$ cat src/rtl/store_write_buffer.sv
// Posted-write FIFO between the write-through data cache and main memory.
// In-order drain over valid/ready, read forwarding of buffered stores, and tail coalescing.
module store_write_buffer #(
    parameter int ADDR_WIDTH = 32,
    parameter int DATA_WIDTH = 32,
    parameter int DEPTH      = 4
) (
    input  logic                      clk_i,
    input  logic                      rst_ni,
    input  logic                      wr_en_i,
    input  logic [ADDR_WIDTH-1:0]     wr_addr_i,
    input  logic [DATA_WIDTH-1:0]     wr_data_i,
    output logic                      full_o,
    output logic                      empty_o,
    output logic [$clog2(DEPTH):0]    count_o,
    input  logic                      rd_en_i,
    input  logic [ADDR_WIDTH-1:0]     rd_addr_i,
    output logic                      fwd_hit_o,
    output logic [DATA_WIDTH-1:0]     fwd_data_o,
    output logic                      mem_wr_valid_o,
    output logic [ADDR_WIDTH-1:0]     mem_wr_addr_o,
    output logic [DATA_WIDTH-1:0]     mem_wr_data_o,
    input  logic                      mem_wr_ready_i,
    output logic                      overflow_o
);

    localparam int PTR_W = $clog2(DEPTH);
    localparam int CNT_W = PTR_W + 1;

    logic [ADDR_WIDTH-1:0] addr_q [DEPTH];
    logic [DATA_WIDTH-1:0] data_q [DEPTH];
    logic [DEPTH-1:0]      valid_q;
    logic [PTR_W-1:0]      head_q;
    logic [PTR_W-1:0]      tail_q;
    logic [CNT_W-1:0]      count_q;
    logic                  overflow_q;

    logic                  full;
    logic                  empty;
    logic [PTR_W-1:0]      youngest;
    logic                  coalesce;
    logic                  enq;
    logic                  deq;
    logic                  drop;
    logic [CNT_W-1:0]      count_next;
    logic [PTR_W-1:0]      fwd_idx;
    logic                  unused_rd_offset;

    assign unused_rd_offset = ^rd_addr_i[1:0];

    assign full     = (count_q == CNT_W'(DEPTH));
    assign empty    = (count_q == '0);
    assign youngest = tail_q - PTR_W'(1);

    // count>=2 guarantees the youngest entry is not the head, which may be mid-handshake
    assign coalesce = wr_en_i && (count_q >= CNT_W'(2)) &&
                      (addr_q[youngest][ADDR_WIDTH-1:2] == wr_addr_i[ADDR_WIDTH-1:2]);
    assign enq      = wr_en_i && !coalesce && !full;
    assign drop     = wr_en_i && !coalesce && full;
    assign deq      = !empty && mem_wr_ready_i;

    always_comb begin
        count_next = count_q;
        if (enq && !deq) begin
            count_next = count_q + CNT_W'(1);
        end else if (deq && !enq) begin
            count_next = count_q - CNT_W'(1);
        end
    end

    always_ff @(posedge clk_i or negedge rst_ni) begin
        if (!rst_ni) begin
            for (int i = 0; i < DEPTH; i++) begin
                addr_q[i] <= '0;
                data_q[i] <= '0;
            end
            valid_q    <= '0;
            head_q     <= '0;
            tail_q     <= '0;
            count_q    <= '0;
            overflow_q <= 1'b0;
        end else begin
            overflow_q <= drop;
            count_q    <= count_next;
            // enq and deq never target the same slot: that needs count 0 or DEPTH
            if (deq) begin
                valid_q[head_q] <= 1'b0;
                head_q          <= head_q + PTR_W'(1);
            end
            if (enq) begin
                addr_q[tail_q]  <= wr_addr_i;
                data_q[tail_q]  <= wr_data_i;
                valid_q[tail_q] <= 1'b1;
                tail_q          <= tail_q + PTR_W'(1);
            end else if (coalesce) begin
                data_q[youngest] <= wr_data_i;
            end
        end
    end

    // Oldest-to-youngest scan so the last match wins
    always_comb begin
        fwd_hit_o  = 1'b0;
        fwd_data_o = '0;
        fwd_idx    = '0;
        if (rd_en_i) begin
            for (int i = 0; i < DEPTH; i++) begin
                fwd_idx = head_q + PTR_W'(i);
                if (valid_q[fwd_idx] &&
                    addr_q[fwd_idx][ADDR_WIDTH-1:2] == rd_addr_i[ADDR_WIDTH-1:2]) begin
                    fwd_hit_o  = 1'b1;
                    fwd_data_o = data_q[fwd_idx];
                end
            end
        end
    end

    assign full_o         = full;
    assign empty_o        = empty;
    assign count_o        = count_q;
    assign overflow_o     = overflow_q;
    assign mem_wr_valid_o = !empty;
    assign mem_wr_addr_o  = empty ? '0 : addr_q[head_q];
    assign mem_wr_data_o  = empty ? '0 : data_q[head_q];

endmodule

$ cat config.mk
export PLATFORM = sky130hd
export DESIGN_NAME = store_write_buffer
export DESIGN_NICKNAME = d
export VERILOG_FILES = /design/src/rtl/store_write_buffer.sv
export SDC_FILE = /design/constraint.sdc
export NUM_CORES = 1
export LEC_CHECK = 0
export CAP_MARGIN = 20
export CORE_MARGIN = 3
export CORE_UTILIZATION = 25
export CTS_BUF_LIST = sky130_fd_sc_hd__clkbuf_2
export CTS_CLUSTER_DIAMETER = 60
export CTS_CLUSTER_SIZE = 20
export DETAILED_ROUTE_END_ITERATION = 7
export DONT_BUFFER_PORTS = 1
export GPL_ROUTABILITY_DRIVEN = 0
export PLACE_DENSITY = 0.41
export SKIP_CTS_REPAIR_TIMING = 1
export SYNTH_ARGS = -nofsm -noshare
export SYNTH_HDL_FRONTEND = slang
export SYNTH_SLANG_ARGS = --single-unit
$ cat constraint.sdc
create_clock -name clk_i -period 12.8 [get_ports clk_i]
set_input_delay 1.28 -clock clk_i [delete_from_list [all_inputs] [get_ports clk_i]]
set_output_delay 1.28 -clock clk_i [all_outputs]
set_load 0.02 [all_outputs]
# After elaboration in Yosys (flattened, before gate mapping)
# Index checks and enable logic that the tools add are counted.
# totals
ff_bits,268
input_bits,101
wordCells,139
# classes
n_addsub,7
n_lt_le_gt_ge,16
n_eq_ne,6
n_mux,64
bitwise_logic,9
n_reduce_logical,24
# ops
operator,count
2-to-1 mux 32 bit,27
binary-select mux 32 bit (select 2 bit),9
bitwise mux 128 bit,3
2-to-1 mux 128 bit,2
== test 30 bit,5
demux 32 bit (select 2 bit),2
"greater-or-equal comparator 3 bit, second input constant",6
inverter 2 -> 3 bit,6
logical AND 1 bit,16
"< comparator 2 x 3 -> 1 bit, second input constant",5
2-to-1 mux 1 bit,11
binary-select mux 1 bit (select 2 bit),4
2-to-1 mux 4 bit,2
"< comparator 3 x 1 -> 1 bit, second input constant",2
2-to-1 mux 3 bit,2
zero test 1 bit,5
"adder 2 x 1 -> 2 bit, second input constant",2
"adder 2 bit, second input constant",2
bitwise AND 4 bit,1
demux 1 bit (select 2 bit),2
"greater-or-equal comparator 2 x 1 -> 1 bit, second input constant",2
inverter 4 bit,1
OR 4 bit,1
nonzero test 2 bit,2
other kinds (6),6

# Logic depth before layout (Yosys ltp)
# Gate-level depths: netlist of the first run.
# logic_depth
depth_word,14
mapped_depth,21

# Least setup slack after synthesis of the first run
# OpenSTA, ideal clock, no wires.
# synth_path
kind,register to output
start,register head_q[1]
end,output port fwd_data_o[10]
t_arrival_ps,5208
t_required_ps,11520
setup_slack_ps,6312
path_stages_with_launch,20
n_path_buf,10
cell_sequence,dfrtp_1 -> clkbuf_1 -> buf_2 -> buf_2 -> buf_2 -> buf_1 -> buf_1 -> inv_1 -> ha_1 -> buf_4 -> buf_4 -> buf_4 -> mux4_2 -> xnor2_1 -> o2111ai_1 -> or4_4 -> nor3_2 -> buf_2 -> a211oi_1 -> a221oi_1
# synth_between
elab_chain_cells,11
word_cells_on_any_way,52
classes_between,3 x add/sub; 4 x eq/ne; 37 x mux; 4 x bitwise; 4 x reduce/logical
# synth_lines
element,line,rtl
from (decl),33,logic [PTR_W-1:0] head_q;
from (signal assigned),88,head_q <= head_q + PTR_W'(1);
adder 2 x 1 -> 2 bit or inverter 2 -> 3 bit (tied branches),"108, 110, 112",
inverter 2 -> 3 bit (implied by the code) or binary-select mux 32 bit (select 2 bit) (tied branches),"110, 112",
binary-select mux 32 bit (select 2 bit) or 2-to-1 mux 32 bit (tied branches),110,addr_q[fwd_idx][ADDR_WIDTH-1:2] == rd_addr_i[ADDR_WIDTH-1:2]) begin
2-to-1 mux 32 bit (implied by the code),110,
2-to-1 mux 32 bit (implied by the code) or == test 30 bit (tied branches),110,
== test 30 bit or logical AND 1 bit (tied branches),"110, 109",
logical AND 1 bit or 2-to-1 mux 32 bit (tied branches),109,if (valid_q[fwd_idx] &&
2-to-1 mux 32 bit (2 in series),109,
2-to-1 mux 32 bit *,109,
2-to-1 mux 32 bit *,106,if (rd_en_i) begin
to (decl),19,"output logic [DATA_WIDTH-1:0] fwd_data_o,"
# Mark *: on every way between the ends. The rest lies on a longest branch, timed or not. The select of a mux whose other input is x is not followed.

# Worst setup path after layout of the first run
# layout_path
start,register head_q[1]
end,output port fwd_data_o[25]
# Same word-level chain as after synthesis.

==> results of run 1 <==
-- final cells by class --
type	count	area share (%)
antenna	8	0.0894
clock buffer	47	1.05
clock inverter	31	1.85
inverter	16	0.268
multi-input combinational	1176	59.7
sequential	268	30.0
tap	1070	5.98
timing repair buffer	25	1.13
-- worst max-delay path, cell delays in order (launching register included) --
cell and delay (ns):
sky130_fd_sc_hd__dfrtp_4 1.06, sky130_fd_sc_hd__inv_1 0.25, sky130_fd_sc_hd__ha_4 0.76, sky130_fd_sc_hd__buf_4 0.79, sky130_fd_sc_hd__mux4_2 0.43, sky130_fd_sc_hd__xnor2_1 0.35
sky130_fd_sc_hd__nand4_1 0.13, sky130_fd_sc_hd__or4_1 0.62, sky130_fd_sc_hd__nor4_4 0.33, sky130_fd_sc_hd__buf_4 0.82, sky130_fd_sc_hd__a211oi_1 0.11, sky130_fd_sc_hd__a221oi_1 0.94
-- registers in the layout, summed over array words and instances, names as in the netlist --
signal	count
addr_q	128
overflow_o	1
tail_q	2
count_o	3
data_q	128
valid_q	4
head_q	2
-- cell usage after synthesis (14+ instances only) --
library cell	count
sky130_fd_sc_hd__mux2i_1	86
sky130_fd_sc_hd__and2_1	51
sky130_fd_sc_hd__xnor2_1	81
sky130_fd_sc_hd__o21bai_1	31
sky130_fd_sc_hd__xor2_1	59
sky130_fd_sc_hd__nand4_1	19
sky130_fd_sc_hd__nor4_1	14
sky130_fd_sc_hd__a211oi_1	39
sky130_fd_sc_hd__dfrtp_1	268
sky130_fd_sc_hd__buf_2	48
sky130_fd_sc_hd__a221oi_1	33
sky130_fd_sc_hd__mux2_2	147
sky130_fd_sc_hd__nand2_1	100
sky130_fd_sc_hd__mux2_1	120
sky130_fd_sc_hd__inv_1	15
sky130_fd_sc_hd__buf_4	21
sky130_fd_sc_hd__nor2_1	22
sky130_fd_sc_hd__buf_1	26
sky130_fd_sc_hd__mux4_2	239
sky130_fd_sc_hd__clkbuf_1	50
-- metrics by stage --
stage / utilization, % / cells / instance area (sq um) / setup WS [ns] / total power [mW]
CTS: 27.1 / 2631 / 22300 / 3.50 / 7.56
detailed placement: 26.3 / 2553 / 21700 / 4.71 / 6.82
global route: 27.2 / 2635 / 22400 / 3.27 / 7.99
global placement: 26.3 / 2553 / 21700 / 4.79 / 6.74
finish: 27.2 / 2641 / 22400 / 3.77 / 7.51
floorplan: - / 1615 / 20900 / 6.31 / 5.57
-- power breakdown --
group	internal [mW]	switching, mW	total [mW]
registers	1.28	0.652	1.93
logic	2.38	2.50	4.88
clock network	0.288	0.411	0.699
total	3.95	3.56	7.51
-- per-layer routing --
metal  vias to the layer above  global-route usage (%)  part of all wire, %
met5                         -                       0                    0
met2                       475                    28.0                   48
li1                       6197                       -                    -
met1                      7944                    21.9                   42
met4                         0                    4.13                  2.2
met3                        91                    4.48                  7.6
-- how the worst min path moves through the flow --
| stage | start | endpoint | slack (ns) | depth (start not counted) |
|---|---|---|---|---|
| after floorplan | addr_q[32]$_DFFE_PN0P_ | addr_q[32]$_DFFE_PN0P_ | 0.48 | 1 |
| after global placement | addr_q[1]$_DFFE_PN0P_ | addr_q[1]$_DFFE_PN0P_ | 0.48 | 1 |
| after detailed placement | addr_q[32]$_DFFE_PN0P_ | addr_q[32]$_DFFE_PN0P_ | 0.49 | 1 |
| after CTS | rst_ni | data_q[53]$_DFFE_PN0P_ | -0.31 | 0 |
| after global routing | wr_data_i[17] | data_q[113]$_DFFE_PN0P_ | 0.12 | 1 |
| final | wr_data_i[21] | data_q[53]$_DFFE_PN0P_ | 0.27 | 1 |
-- cell families after synthesis --
| family | Yosys count |
|---|---|
| AO/OA/AOI/OAI | 188 |
| XOR/XNOR | 140 |
| adder cells (fa/ha/maj) | 13 |
| buffers and inverters | 171 |
| flip-flops | 268 |
| multiplexers | 592 |
| AND/OR/NAND/NOR | 243 |
-- cells in the final DEF, fill, tap and decap left out, types with 8 or more instances in the layout --
cell type,netlist,routed
sky130_fd_sc_hd__a221oi_1,33,33
sky130_fd_sc_hd__ha_1,12,11
sky130_fd_sc_hd__buf_4,21,21
sky130_fd_sc_hd__mux4_2,239,239
sky130_fd_sc_hd__dfrtp_1,268,265
sky130_fd_sc_hd__inv_1,15,14
sky130_fd_sc_hd__bufinv_16,0,8
sky130_fd_sc_hd__o21ai_0,12,12
sky130_fd_sc_hd__xor2_1,59,59
sky130_fd_sc_hd__nor2_1,22,21
sky130_fd_sc_hd__o22ai_1,12,12
sky130_fd_sc_hd__a21oi_1,9,9
sky130_fd_sc_hd__nand4_1,19,19
sky130_fd_sc_hd__clkbuf_2,0,47
sky130_fd_sc_hd__nand2_1,100,100
sky130_fd_sc_hd__xnor2_1,81,81
sky130_fd_sc_hd__diode_2,0,8
sky130_fd_sc_hd__a211oi_1,39,39
sky130_fd_sc_hd__mux2_1,120,120
sky130_fd_sc_hd__mux2_2,147,147
sky130_fd_sc_hd__nor4_1,14,14
sky130_fd_sc_hd__and3_1,8,8
sky130_fd_sc_hd__o21bai_1,31,31
sky130_fd_sc_hd__mux2i_1,86,86
sky130_fd_sc_hd__and2_1,51,51
==> summary.md, run 1 <==
| Metric | Value |
|---|---|
| Status | `complete, but fails checks` |
| Violations in the final reports | `slew limit` |
| Area fraction in and, or, nand and nor cells after synthesis | `5.96%` |
| DIE AREA | `87100 sq um` |
| Mapped Avg Cell Area | `12.9 sq um` |
| Setup repair after global routing missed its margin | `false` |
| Power Dens Cells | `335 nW/um^2` |
| Setup slack, reg-to-reg | `7.66 ns` |
| Number of cell instances on the worst register-to-register path | `12` |
| Max FO, Critical Path | `95` |
| Total Nets Final | `1644` |
| Worst Clk Skew | `0.187 ns` |
| Share of the yosys chip area belonging to registers | `32.1%` |
| GR Util All Layers | `16.8%` |
| Antenna-violating nets left | `0` |
| Clock period minus worst slack | `9.03 ns` |
| TritonRoute pass-1 iters | `7` |
| Crit end category | `output pin` |
| Post-route DRC | `0` |
| Number of clock sinks | `268` |
| Worst setup SP type | `flip-flop` |
| Number of buffers added by the clock tree synthesis step | `43` |
| Syn Nets | `1729` |
| Required time worst endpoint | `11.52 ns` |
| Post-synth cell types | `64` |
| # IOs | `205` |
| Leakage | `8.12 nW` |
| Number of enable flip-flop cells after synthesis | `0` |
| Post-Syn Instances | `1615` |
| Area share of xor/xnor cells in the synthesized design | `5.87%` |
| Clock latency on the worst-skew pair | `1.12 ns` |
| Kind of critical path | `reg -> out` |
| End of the critical path | `fwd_data_o[25]` |
| Hold/Removal Path Class | `in -> reg` |
| Maximum number of pins on one net before global-route repair | `269` |
| Multiplexer share of the synthesized area | `44.3%` |
| Achievable frequency | `111 MHz` |
| TritonCTS clock tree | `done` |
| Final routed wirelength across all metal layers | `74300 um` |
| Total negative slack | `0 ns` |
| Placeable Area | `82400 sq um` |
| Final Cycle Share | `70.6%` |
| Final global-route overflow total | `0` |
| Synth async-reset ratio | `100%` |
| Main combinational cell family by area after synthesis | `multiplexers` |
| Dominant cells by area after synthesis | `sky130_fd_sc_hd__dfrtp_1 (32%), sky130_fd_sc_hd__mux4_2 (26%), sky130_fd_sc_hd__mux2_2 (7.9%), sky130_fd_sc_hd__mux2_1 (6.5%), sky130_fd_sc_hd__mux2i_1 (4.1%)` |
| Fin Hold WS | `0.269 ns` |
| CTS clk-pin slew, worst paths | `0.26 ns` |
| Average vias per placed instance | `5.57` |
| Detailed router's first-iteration violation count | `1023` |
| PortBufs | `0` |
| Vias in the first global route | `14800` |
| Launch point of the worst path | `head_q[1]$_DFFE_PN0P_` |
| Number of max-capacitance violations reported | `0` |
| Least-Margin Pin Slew | `1.58 ns` |
| Global-route wire length before repair | `108000 um` |
| Layout-stage area growth over the synthesis result | `7.20%` |
| Area share of the largest cell type after synthesis | `32.1%` |
| Endpoint of the worst-slack reg-to-reg timing path | `data_q[67]$_DFFE_PN0P_` |
| Netlist area before placement | `20900 sq um` |
| Synthesized-area fraction occupied by ao, oa, aoi and oai cells | `6.84%` |
| Initial core utilization | `25.4%` |
| Syn. warnings | `0` |
| Number of filler cells placed in the layout | `8377` |
| Data arrival time of the critical path | `7.75 ns` |
| Die X | `295 um` |
| Drt wl/cell | `28.1 um` |
| Share of synthesized cell area in full adder, half adder and majority cells | `0.814%` |
| Routed vias | `14700` |
| Die height | `295 um` |
| Area of the multi-input gates | `13400 sq um` |
| CTS H-tree depth | `2` |
| Final hold violation count | `0` |
| Number of antenna violations at the first check in global routing | `4` |
| Largest buffer count on any clock path | `3` |
| Worst slew margin relative to its limit | `-5.27%` |
| Root Buffer | `sky130_fd_sc_hd__clkbuf_2` |
| Source of the worst register-to-register timing path | `tail_q[1]$_DFFE_PN0N_` |
| Detailed-placement wirelength estimate | `48600 um` |
| Fraction of final layout cells with drive strength greater than 1 | `32.2%` |
| Dominant synthesized flop cell | `sky130_fd_sc_hd__dfrtp_1` |
| Final max-slew violation count | `68` |
| Reg area | `6720 sq um` |
| Register bit total from synthesis | `268` |
| Dominant cell type by area after synthesis | `sky130_fd_sc_hd__dfrtp_1` |
| Final setup violation count | `0` |
| Max VDD drop | `230 uV` |
| Cell row count | `105` |
Power figures use the tool's default switching activity.
==> inputs of run 2 (changes only) <==
==> constraint.sdc (replaced) <==
create_clock -name clk_i -period 9.15 [get_ports clk_i]
set_input_delay 0.915 -clock clk_i [delete_from_list [all_inputs] [get_ports clk_i]]
set_output_delay 0.915 -clock clk_i [all_outputs]
set_load 0.02 [all_outputs]
==> run 2 against run 1 <==
  * The flow still finishes with violations (slew limit)
  * Final cell count increased by 2.5%
  * Largest power group unchanged
  * Clock power increased by 23%
  * Clock skew decreased by 0.0040 ns
  * Clock-buffer cell count decreased by 1
  * First-iteration DRC count decreased by 9.2%
  * Highest routed layer is now met5
  * Flip-flop and latch count unchanged
==> summary.md, run 2 (same netlist as run 1, synthesis figures left out) <==
| Metric | Value |
|---|---|
| Power Dens Cells | `455 nW/um^2 (was 335 nW/um^2)` |
| Initial core utilization | `25.4% (unchanged)` |
| Detailed-placement wirelength estimate | `49600 um (was 48600 um)` |
| Post-route DRC | `0 (unchanged)` |
| Root Buffer | `sky130_fd_sc_hd__clkbuf_2 (unchanged)` |
| Drt wl/cell | `28.0 um (was 28.1 um)` |
| Kind of critical path | `reg -> out (unchanged)` |
| DIE AREA | `87100 sq um (unchanged)` |
| Total negative slack | `0 ns (unchanged)` |
| Largest buffer count on any clock path | `3 (unchanged)` |
| Placed Instances | `2558 (was 2553)` |
| Setup slack, reg-to-reg | `3.77 ns (was 7.66 ns)` |
| Placeable Area | `82400 sq um (unchanged)` |
| Final Cycle Share | `90.1%` |
| Achievable frequency | `121 MHz` |
| Number of clock sinks | `268 (unchanged)` |
| Fraction of final layout cells with drive strength greater than 1 | `31.1% (was 32.2%)` |
| Global-route track usage on met1 | `22.2% (was 21.9%)` |
| Clock latency on the worst-skew pair | `1.12 ns (about the same)` |
| CTS H-tree depth | `2 (unchanged)` |
| Required time worst endpoint | `8.24 ns (was 11.52 ns)` |
| Hold path depth | `1 (unchanged)` |
| TritonCTS clock tree | `done (unchanged)` |
| Detailed router's first-iteration violation count | `929 (was 1023)` |
| Least-Margin Pin Slew | `1.94 ns (was 1.58 ns)` |
| Global-route wire length before repair | `109000 um (was 108000 um)` |
| Most crowded layer after global routing | `met2 (unchanged)` |
| Max FO, Critical Path | `50 (was 95)` |
| Critical Path, Cell by Cell | `inv_2, ha_4, buf_4, mux4_2, xnor2_1, o2111ai_1, or4_4, nor3_4, buf_4, a211oi_1, a221oi_1 (was inv_1, ha_4, buf_4, mux4_2, xnor2_1, nand4_1, or4_1, nor4_4, buf_4, a211oi_1, a221oi_1)` |
| Routed vias | `15000 (was 14700)` |
| Number of antenna violations at the first check in global routing | `10 (was 4)` |
| Number of buffers added by the clock tree synthesis step | `42 (was 43)` |
| Most frequent standard cell in the layout excluding fill and tap cells | `sky130_fd_sc_hd__dfrtp_1 (unchanged)` |
| Most frequent cells in the layout | `sky130_fd_sc_hd__dfrtp_1 (265), sky130_fd_sc_hd__mux4_2 (239), sky130_fd_sc_hd__mux2_2 (147) (unchanged)` |
| Die X | `295 um (unchanged)` |
| Data arrival time of the critical path | `7.33 ns (was 7.75 ns)` |
| Leakage | `8.34 nW (was 8.12 nW)` |
| Antenna-violating nets left | `0 (unchanged)` |
| Layout-stage area growth over the synthesis result | `9.84% (was 7.20%)` |
| Number of cell instances on the worst register-to-register path | `12 (unchanged)` |
| Total Nets Final | `1712 (was 1644)` |
| TritonRoute pass-1 iters | `5 (was 7)` |
| Final setup violation count | `0 (unchanged)` |
| Number of cells on the critical path | `11 (unchanged)` |
| Worst setup SP type | `flip-flop (unchanged)` |
| Status | `complete, but fails checks (unchanged)` |
| Endpoint with the worst hold slack | `overflow_o$_DFF_PN0_ (was data_q[53]$_DFFE_PN0P_)` |
| Critical Path Most Common Cell | `sky130_fd_sc_hd__buf_4 (unchanged)` |
| Vias in the first global route | `15100 (was 14800)` |
| Worst path bufs/invs | `3 (unchanged)` |
| Worst slew margin relative to its limit | `-29.4% (was -5.27%)` |
| Largest registers | `addr_q: 128 flops, data_q: 128 flops, valid_q: 4 flops (unchanged)` |
| Maximum number of pins on one net before global-route repair | `269 (unchanged)` |
| Startpoint of the tightest hold check path | `wr_en_i (was wr_data_i[21])` |
| Hold/Removal Path Class | `in -> reg (unchanged)` |
| Worst Clk Skew | `0.183 ns (was 0.187 ns)` |
| Total Power | `10.4 mW (was 7.51 mW)` |
| PortBufs | `0 (unchanged)` |
| # IOs | `205 (unchanged)` |
| Slowest library cell on the worst path | `sky130_fd_sc_hd__a221oi_1 (was sky130_fd_sc_hd__dfrtp_4)` |
| Average vias per placed instance | `5.55 (was 5.57)` |
| GR Util All Layers | `16.9% (was 16.8%)` |
| Cell row count | `105 (unchanged)` |
| Source of the worst register-to-register timing path | `tail_q[1]$_DFFE_PN0N_ (unchanged)` |
| Max VDD drop | `262 uV (was 230 uV)` |
| Setup repair after global routing missed its margin | `false (unchanged)` |
| Final routed wirelength across all metal layers | `75800 um (was 74300 um)` |
| CTS clk-pin slew, worst paths | `0.15 ns (was 0.26 ns)` |
| Final global-route overflow total | `0 (unchanged)` |
| Final hold violation count | `0 (unchanged)` |
| Clock period minus worst slack | `8.25 ns` |
| Crit end category | `output pin (unchanged)` |
| Endpoint of the worst-slack reg-to-reg timing path | `data_q[57]$_DFFE_PN0P_ (was data_q[67]$_DFFE_PN0P_)` |
| Die height | `295 um (unchanged)` |
| Fin Hold WS | `0.146 ns (was 0.269 ns)` |
| Final max-slew violation count | `237 (was 68)` |
| Non-filler instance count after layout | `2708 (was 2641)` |
| Global Route met2 Usage | `27.8% (was 28.0%)` |
| Met3 demand-to-capacity share in global routing | `4.65% (was 4.48%)` |
| Largest stage delay, worst path | `0.96 ns (was 1.06 ns)` |
| Number of max-capacitance violations reported | `0 (unchanged)` |
| Violations in the final reports | `slew limit (unchanged)` |
| Cell family with the largest share of critical-path delay | `buffers and inverters (unchanged)` |
## run 2: per-layer routing
metal  part of all wire [%]  wire length, um
met1                     43            32800
met2                     48            36100
met3                    6.9             5240
met4                    2.3             1770
met5                  0.032               24
## run 2: worst max path at each step
stage | from | end | slack [ns]
2_1_floorplan | head_q[1]$_DFFE_PN0P_ | fwd_data_o[10] | 3.03
3_3_place_gp | head_q[0]$_DFFE_PN0P_ | fwd_data_o[8] | 1.87
3_5_place_dp | head_q[0]$_DFFE_PN0P_ | fwd_data_o[8] | 1.84
4_1_cts | head_q[0]$_DFFE_PN0P_ | fwd_data_o[8] | 0.67
5_1_grt | head_q[0]$_DFFE_PN0P_ | fwd_data_o[7] | 0.47
6_report | head_q[0]$_DFFE_PN0P_ | fwd_data_o[7] | 0.90
## run 2: stage by stage
step           area [sq um]  util, %  setup WS, ns
2_1_floorplan         20900        -          3.03
3_3_place_gp          21700     26.3          1.87
3_5_place_dp          21700     26.3          1.84
4_1_cts               22300     27.0         0.671
5_1_grt               22900     27.8         0.469
6_report              22900     27.9         0.905
## run 2: final cells by class
| class | instances | area [sq um] |
|---|---|---|
| Inverter | 16 | 60.1 |
| Multi-Input combinational cell | 1176 | 13400 |
| Sequential cell | 268 | 6720 |
| Tap cell | 1070 | 1340 |
| Clock buffer | 46 | 230 |
| Clock inverter | 31 | 327 |
| Fill cell | 8425 | 59400 |
| Antenna cell | 7 | 17.5 |
| Timing Repair Buffer | 94 | 901 |
## run 2: power by group
group / internal, mW / switching [mW]
combinational: 3.34 / 3.57
sequential: 1.79 / 0.888
clock: 0.290 / 0.569
total: 5.42 / 5.03
==> inputs of run 3 (changes only) <==
--- a/config.mk
+++ b/config.mk
@@ -5,6 +5,7 @@
 export SDC_FILE = /design/constraint.sdc
 export NUM_CORES = 1
 export LEC_CHECK = 0
+export ABC_AREA = 1
 export CAP_MARGIN = 20
 export CORE_MARGIN = 3
 export CORE_UTILIZATION = 25
@@ -16,6 +17,7 @@
 export GPL_ROUTABILITY_DRIVEN = 0
 export PLACE_DENSITY = 0.41
 export SKIP_CTS_REPAIR_TIMING = 1
+export SKIP_LAST_GASP = 1
 export SYNTH_ARGS = -nofsm -noshare
 export SYNTH_HDL_FRONTEND = slang
 export SYNTH_SLANG_ARGS = --single-unit
==> constraint.sdc (replaced) <==
create_clock -name clk_i -period 10.14 [get_ports clk_i]
set_input_delay 1.014 -clock clk_i [delete_from_list [all_inputs] [get_ports clk_i]]
set_output_delay 1.014 -clock clk_i [all_outputs]
set_load 0.02 [all_outputs]
==> run 3 against run 2 <==
  * The flow finishes with violations (hold timing, slew limit)
  * First-iteration DRC count is 91% higher
  * Critical path type unchanged
  * Synthesized cell count is 130% higher
  * Non-clock buffer count down 10
  * Clock power is 0.8% higher
  * Final cell count is 77% higher
  * Largest cell class unchanged
  * Via count increased by 54%
  * Worst hold slack got worse by 0.39 ns
==> summary.md, run 3 <==
| Metric | Value |
|---|---|
| Final max-slew violation count | `213 (was 237)` |
| Number of clock sinks | `268 (unchanged)` |
| CTS H-tree depth | `2 (unchanged)` |
| Die X | `300 um (was 295 um)` |
| Power Dens Cells | `400 nW/um^2 (was 455 nW/um^2)` |
| Clock latency on the worst-skew pair | `1.19 ns (was 1.12 ns)` |
| Placeable Area | `85400 sq um (was 82400 sq um)` |
| Maximum number of pins on one net before global-route repair | `269 (unchanged)` |
| Critical Path, Cell by Cell | `inv_6, ha_4, buf_4, o211ai_1, nand3_1, nand2_1, nor2_1, nand2_1, nor2_1, nand2_1, nor2_4, buf_4, inv_2, nand2_1, nand2_1, a21oi_1 (was inv_2, ha_4, buf_4, mux4_2, xnor2_1, o2111ai_1, or4_4, nor3_4, buf_4, a211oi_1, a221oi_1)` |
| Dominant cell type by area after synthesis | `sky130_fd_sc_hd__dfrtp_1 (unchanged)` |
| Total Nets Final | `3706 (was 1712)` |
| Mapped Avg Cell Area | `5.84 sq um (was 12.9 sq um)` |
| Worst Clk Skew | `0.201 ns (was 0.183 ns)` |
| Drt wl/cell | `20.3 um (was 28.0 um)` |
| Required time worst endpoint | `9.13 ns (was 8.24 ns)` |
| Total placed instance area | `22200 sq um (was 21700 sq um)` |
| Detailed router's first-iteration violation count | `1772 (was 929)` |
| Detailed-placement wirelength estimate | `61600 um (was 49600 um)` |
| Leakage | `11.7 nW (was 8.34 nW)` |
| Net switching power figure | `5.82 mW (was 5.03 mW)` |
| Area share of the largest cell type after synthesis | `31.1% (was 32.1%)` |
| Least-Margin Pin Slew | `2.15 ns (was 1.94 ns)` |
| Post-synth cell types | `34 (was 64)` |
| Placed Instances | `4635 (was 2558)` |
| Power share of the sequential group | `21.2% (was 25.6%)` |
| Achievable frequency | `125 MHz` |
| CTS clk-pin slew, worst paths | `0.26 ns (was 0.15 ns)` |
| Fraction of power spent switching nets | `62.2% (was 48.1%)` |
| DIE AREA | `89800 sq um (was 87100 sq um)` |
| Max FO, Critical Path | `89 (was 50)` |
| Share of the yosys chip area belonging to registers | `31.1% (was 32.1%)` |
| Most frequent cells in the layout | `sky130_fd_sc_hd__nand2_1 (1641), sky130_fd_sc_hd__o21ai_0 (451), sky130_fd_sc_hd__nand3_1 (387) (was sky130_fd_sc_hd__dfrtp_1 (265), sky130_fd_sc_hd__mux4_2 (239), sky130_fd_sc_hd__mux2_2 (147))` |
| Number of buffers added by the clock tree synthesis step | `50 (was 42)` |
| Fraction of final layout cells with drive strength greater than 1 | `4.29% (was 31.1%)` |
| Critical Path Most Common Cell | `sky130_fd_sc_hd__nand2_1 (was sky130_fd_sc_hd__buf_4)` |
| Final non-filler cell area | `23400 sq um (was 22900 sq um)` |
| Total Power | `9.35 mW (was 10.4 mW)` |
| Syn. warnings | `0 (unchanged)` |
| Slowest library cell on the worst path | `sky130_fd_sc_hd__buf_4 (was sky130_fd_sc_hd__a221oi_1)` |
| Post-Syn Instances | `3692 (was 1615)` |
| Final routed wirelength across all metal layers | `97300 um (was 75800 um)` |
| Clock period minus worst slack | `7.99 ns` |
| Violations in the final reports | `hold timing, slew limit (was slew limit)` |
| Cell row count | `107 (was 105)` |
| Hold/Removal Path Class | `in -> async (was in -> reg)` |
| Dominant cells by area after synthesis | `sky130_fd_sc_hd__dfrtp_1 (31%), sky130_fd_sc_hd__nand2_1 (29%), sky130_fd_sc_hd__o21ai_0 (10%), sky130_fd_sc_hd__nand3_1 (9.0%), sky130_fd_sc_hd__inv_1 (5.3%) (was sky130_fd_sc_hd__dfrtp_1 (32%), sky130_fd_sc_hd__mux4_2 (26%), sky130_fd_sc_hd__mux2_2 (7.9%), sky130_fd_sc_hd__mux2_1 (6.5%), sky130_fd_sc_hd__mux2i_1 (4.1%))` |
| Number of antenna violations at the first check in global routing | `7 (was 10)` |
| Root Buffer | `sky130_fd_sc_hd__clkbuf_2 (unchanged)` |
| Status | `complete, but fails checks (unchanged)` |
| Clock power share | `9.3% (was 8.2%)` |
| Final global-route overflow total | `0 (unchanged)` |
| Most frequent standard cell in the layout excluding fill and tap cells | `sky130_fd_sc_hd__nand2_1 (was sky130_fd_sc_hd__dfrtp_1)` |
| TritonRoute pass-1 iters | `6 (was 5)` |
| Fin Hold WS | `-0.248 ns (was 0.146 ns)` |
| Largest stage delay, worst path | `0.81 ns (was 0.96 ns)` |
| Max VDD drop | `249 uV (was 262 uV)` |
| Total negative slack | `0 ns (unchanged)` |
| GR Util All Layers | `21.0% (was 16.9%)` |
| PnR worst setup slack | `2.15 ns (was 0.905 ns)` |
| Syn Nets | `3806 (was 1729)` |
| Die height | `300 um (was 295 um)` |
| Cell-internal power | `3.53 mW (was 5.42 mW)` |
| # IOs | `205 (unchanged)` |
| Initial core utilization | `25.3% (was 25.4%)` |
| Setup repair after global routing missed its margin | `false (unchanged)` |
| DP Worst Slack | `3.43 ns (was 1.84 ns)` |
| Largest buffer count on any clock path | `3 (unchanged)` |
| Number of max-capacitance violations reported | `0 (unchanged)` |
| Number of enable flip-flop cells after synthesis | `0 (unchanged)` |
| Non-filler instance count after layout | `4784 (was 2708)` |
| Dominant synthesized flop cell | `sky130_fd_sc_hd__dfrtp_1 (unchanged)` |
| Most common cell in the synthesized netlist | `sky130_fd_sc_hd__nand2_1 (was sky130_fd_sc_hd__dfrtp_1)` |
| Worst setup SP type | `flip-flop (unchanged)` |
| Post-Route Utilization | `27.4% (was 27.9%)` |
| Largest registers | `addr_q: 128 flops, data_q: 128 flops, valid_q: 4 flops (unchanged)` |
| Final Cycle Share | `78.8%` |
| Final setup violation count | `0 (unchanged)` |
| Kind of critical path | `reg -> out (unchanged)` |
| Netlist area before placement | `21600 sq um (was 20900 sq um)` |
| Crit end category | `output pin (unchanged)` |
| TritonCTS clock tree | `done (unchanged)` |
| Layout-stage area growth over the synthesis result | `8.41% (was 9.84%)` |
| Routed vias | `23200 (was 15000)` |
| Final hold violation count | `45 (was 0)` |
| Number of filler cells placed in the layout | `9934 (was 8425)` |
| Antenna-violating nets left | `0 (unchanged)` |
| Average vias per placed instance | `4.84 (was 5.55)` |
| Synth async-reset ratio | `100% (unchanged)` |
| Worst slew margin relative to its limit | `-43.1% (was -29.4%)` |
| PortBufs | `0 (unchanged)` |
| Vias in the first global route | `21400 (was 15100)` |
| Register bit total from synthesis | `268 (unchanged)` |
| Post-route DRC | `0 (unchanged)` |
| Global-route wire length before repair | `143000 um (was 109000 um)` |
| Relative contribution of combinational cells to total power | `69.5% (was 66.1%)` |
| Data arrival time of the critical path | `6.97 ns (was 7.33 ns)` |
| Top post-synthesis cells by count | `sky130_fd_sc_hd__nand2_1 (1641), sky130_fd_sc_hd__o21ai_0 (451), sky130_fd_sc_hd__nand3_1 (387) (was sky130_fd_sc_hd__dfrtp_1 (268), sky130_fd_sc_hd__mux4_2 (239), sky130_fd_sc_hd__mux2_2 (147))` |
run 3: worst paths after layout:
path | start | endpoint | slack [ns] | cells after the start
setup / recovery | head_q[0]$_DFFE_PN0P_ | fwd_data_o[23] | 2.15 | 16
hold / removal | rst_ni | addr_q[5]$_DFFE_PN0P_ | -0.25 | 1
setup reg to reg | tail_q[0]$_DFFE_PN0N_ | data_q[100]$_DFFE_PN0P_ | 3.80 | 22
hold reg to reg | data_q[25]$_DFFE_PN0P_ | data_q[25]$_DFFE_PN0P_ | 0.49 | 2
max in group asynchronous | rst_ni | head_q[1]$_DFFE_PN0P_ | 8.46 | 1
min in group clk_i | wr_addr_i[3] | addr_q[3]$_DFFE_PN0P_ | 0.07 | 2
run 3: area by class of cell:
cell class	instances	area, sq um	area share (%)
multi-input cells	2873	12600	53.9
repair buffers	84	783	3.35
flip-flops and latches	268	6720	28.7
inverters	315	1190	5.11
clock buffers	54	270	1.16
well taps	1144	1430	6.12
clock inverters	39	358	1.53
diodes	7	17.5	0.0749
run 3: logic make-up (layout without fill, tap and decap cells):
group / Yosys count / count (layout) / share of synthesized area (%)
flops: 268 / 268 / 31.1
mux: 1 / 1 / 0.0522
fa+ha+maj: 13 / 13 / 0.789
buf+inv: 551 / 492 / 10.7
compound gates: 634 / 634 / 15.3
xor+xnor: 18 / 18 / 0.731
simple gates: 2207 / 2207 / 41.3
other cells: 0 / 7 / 0
run 3: power groups by stage:
stage / Sequential (mW) / Clock, mW / Combinational [mW]
after floorplan: 1.87 / 0 / 4.66
after global placement: 2.01 / 0 / 6.41
after detailed placement: 2.01 / 0 / 6.43
after CTS: 1.98 / 0.909 / 6.45
after global routing: 2.06 / 0.942 / 7.35
final: 1.99 / 0.866 / 6.50
run 3: layer usage:
metal / GRT usage [%] / vias up / part of all wire [%]
met5: 0 / - / 0.013
met3: 4.51 / 124 / 6.7
met4: 6.51 / 2 / 3.1
met2: 33.1 / 614 / 44
li1: - / 11600 / -
met1: 28.8 / 10900 / 46
run 3: worst max-delay path, delay by kind of cell, from the launching register on:
kind | cells | cell delay, ns
flops | 1 | 0.70
buf+inv | 4 | 2.39
fa+ha+maj | 1 | 0.73
compound gates | 2 | 0.77
simple gates | 9 | 1.11
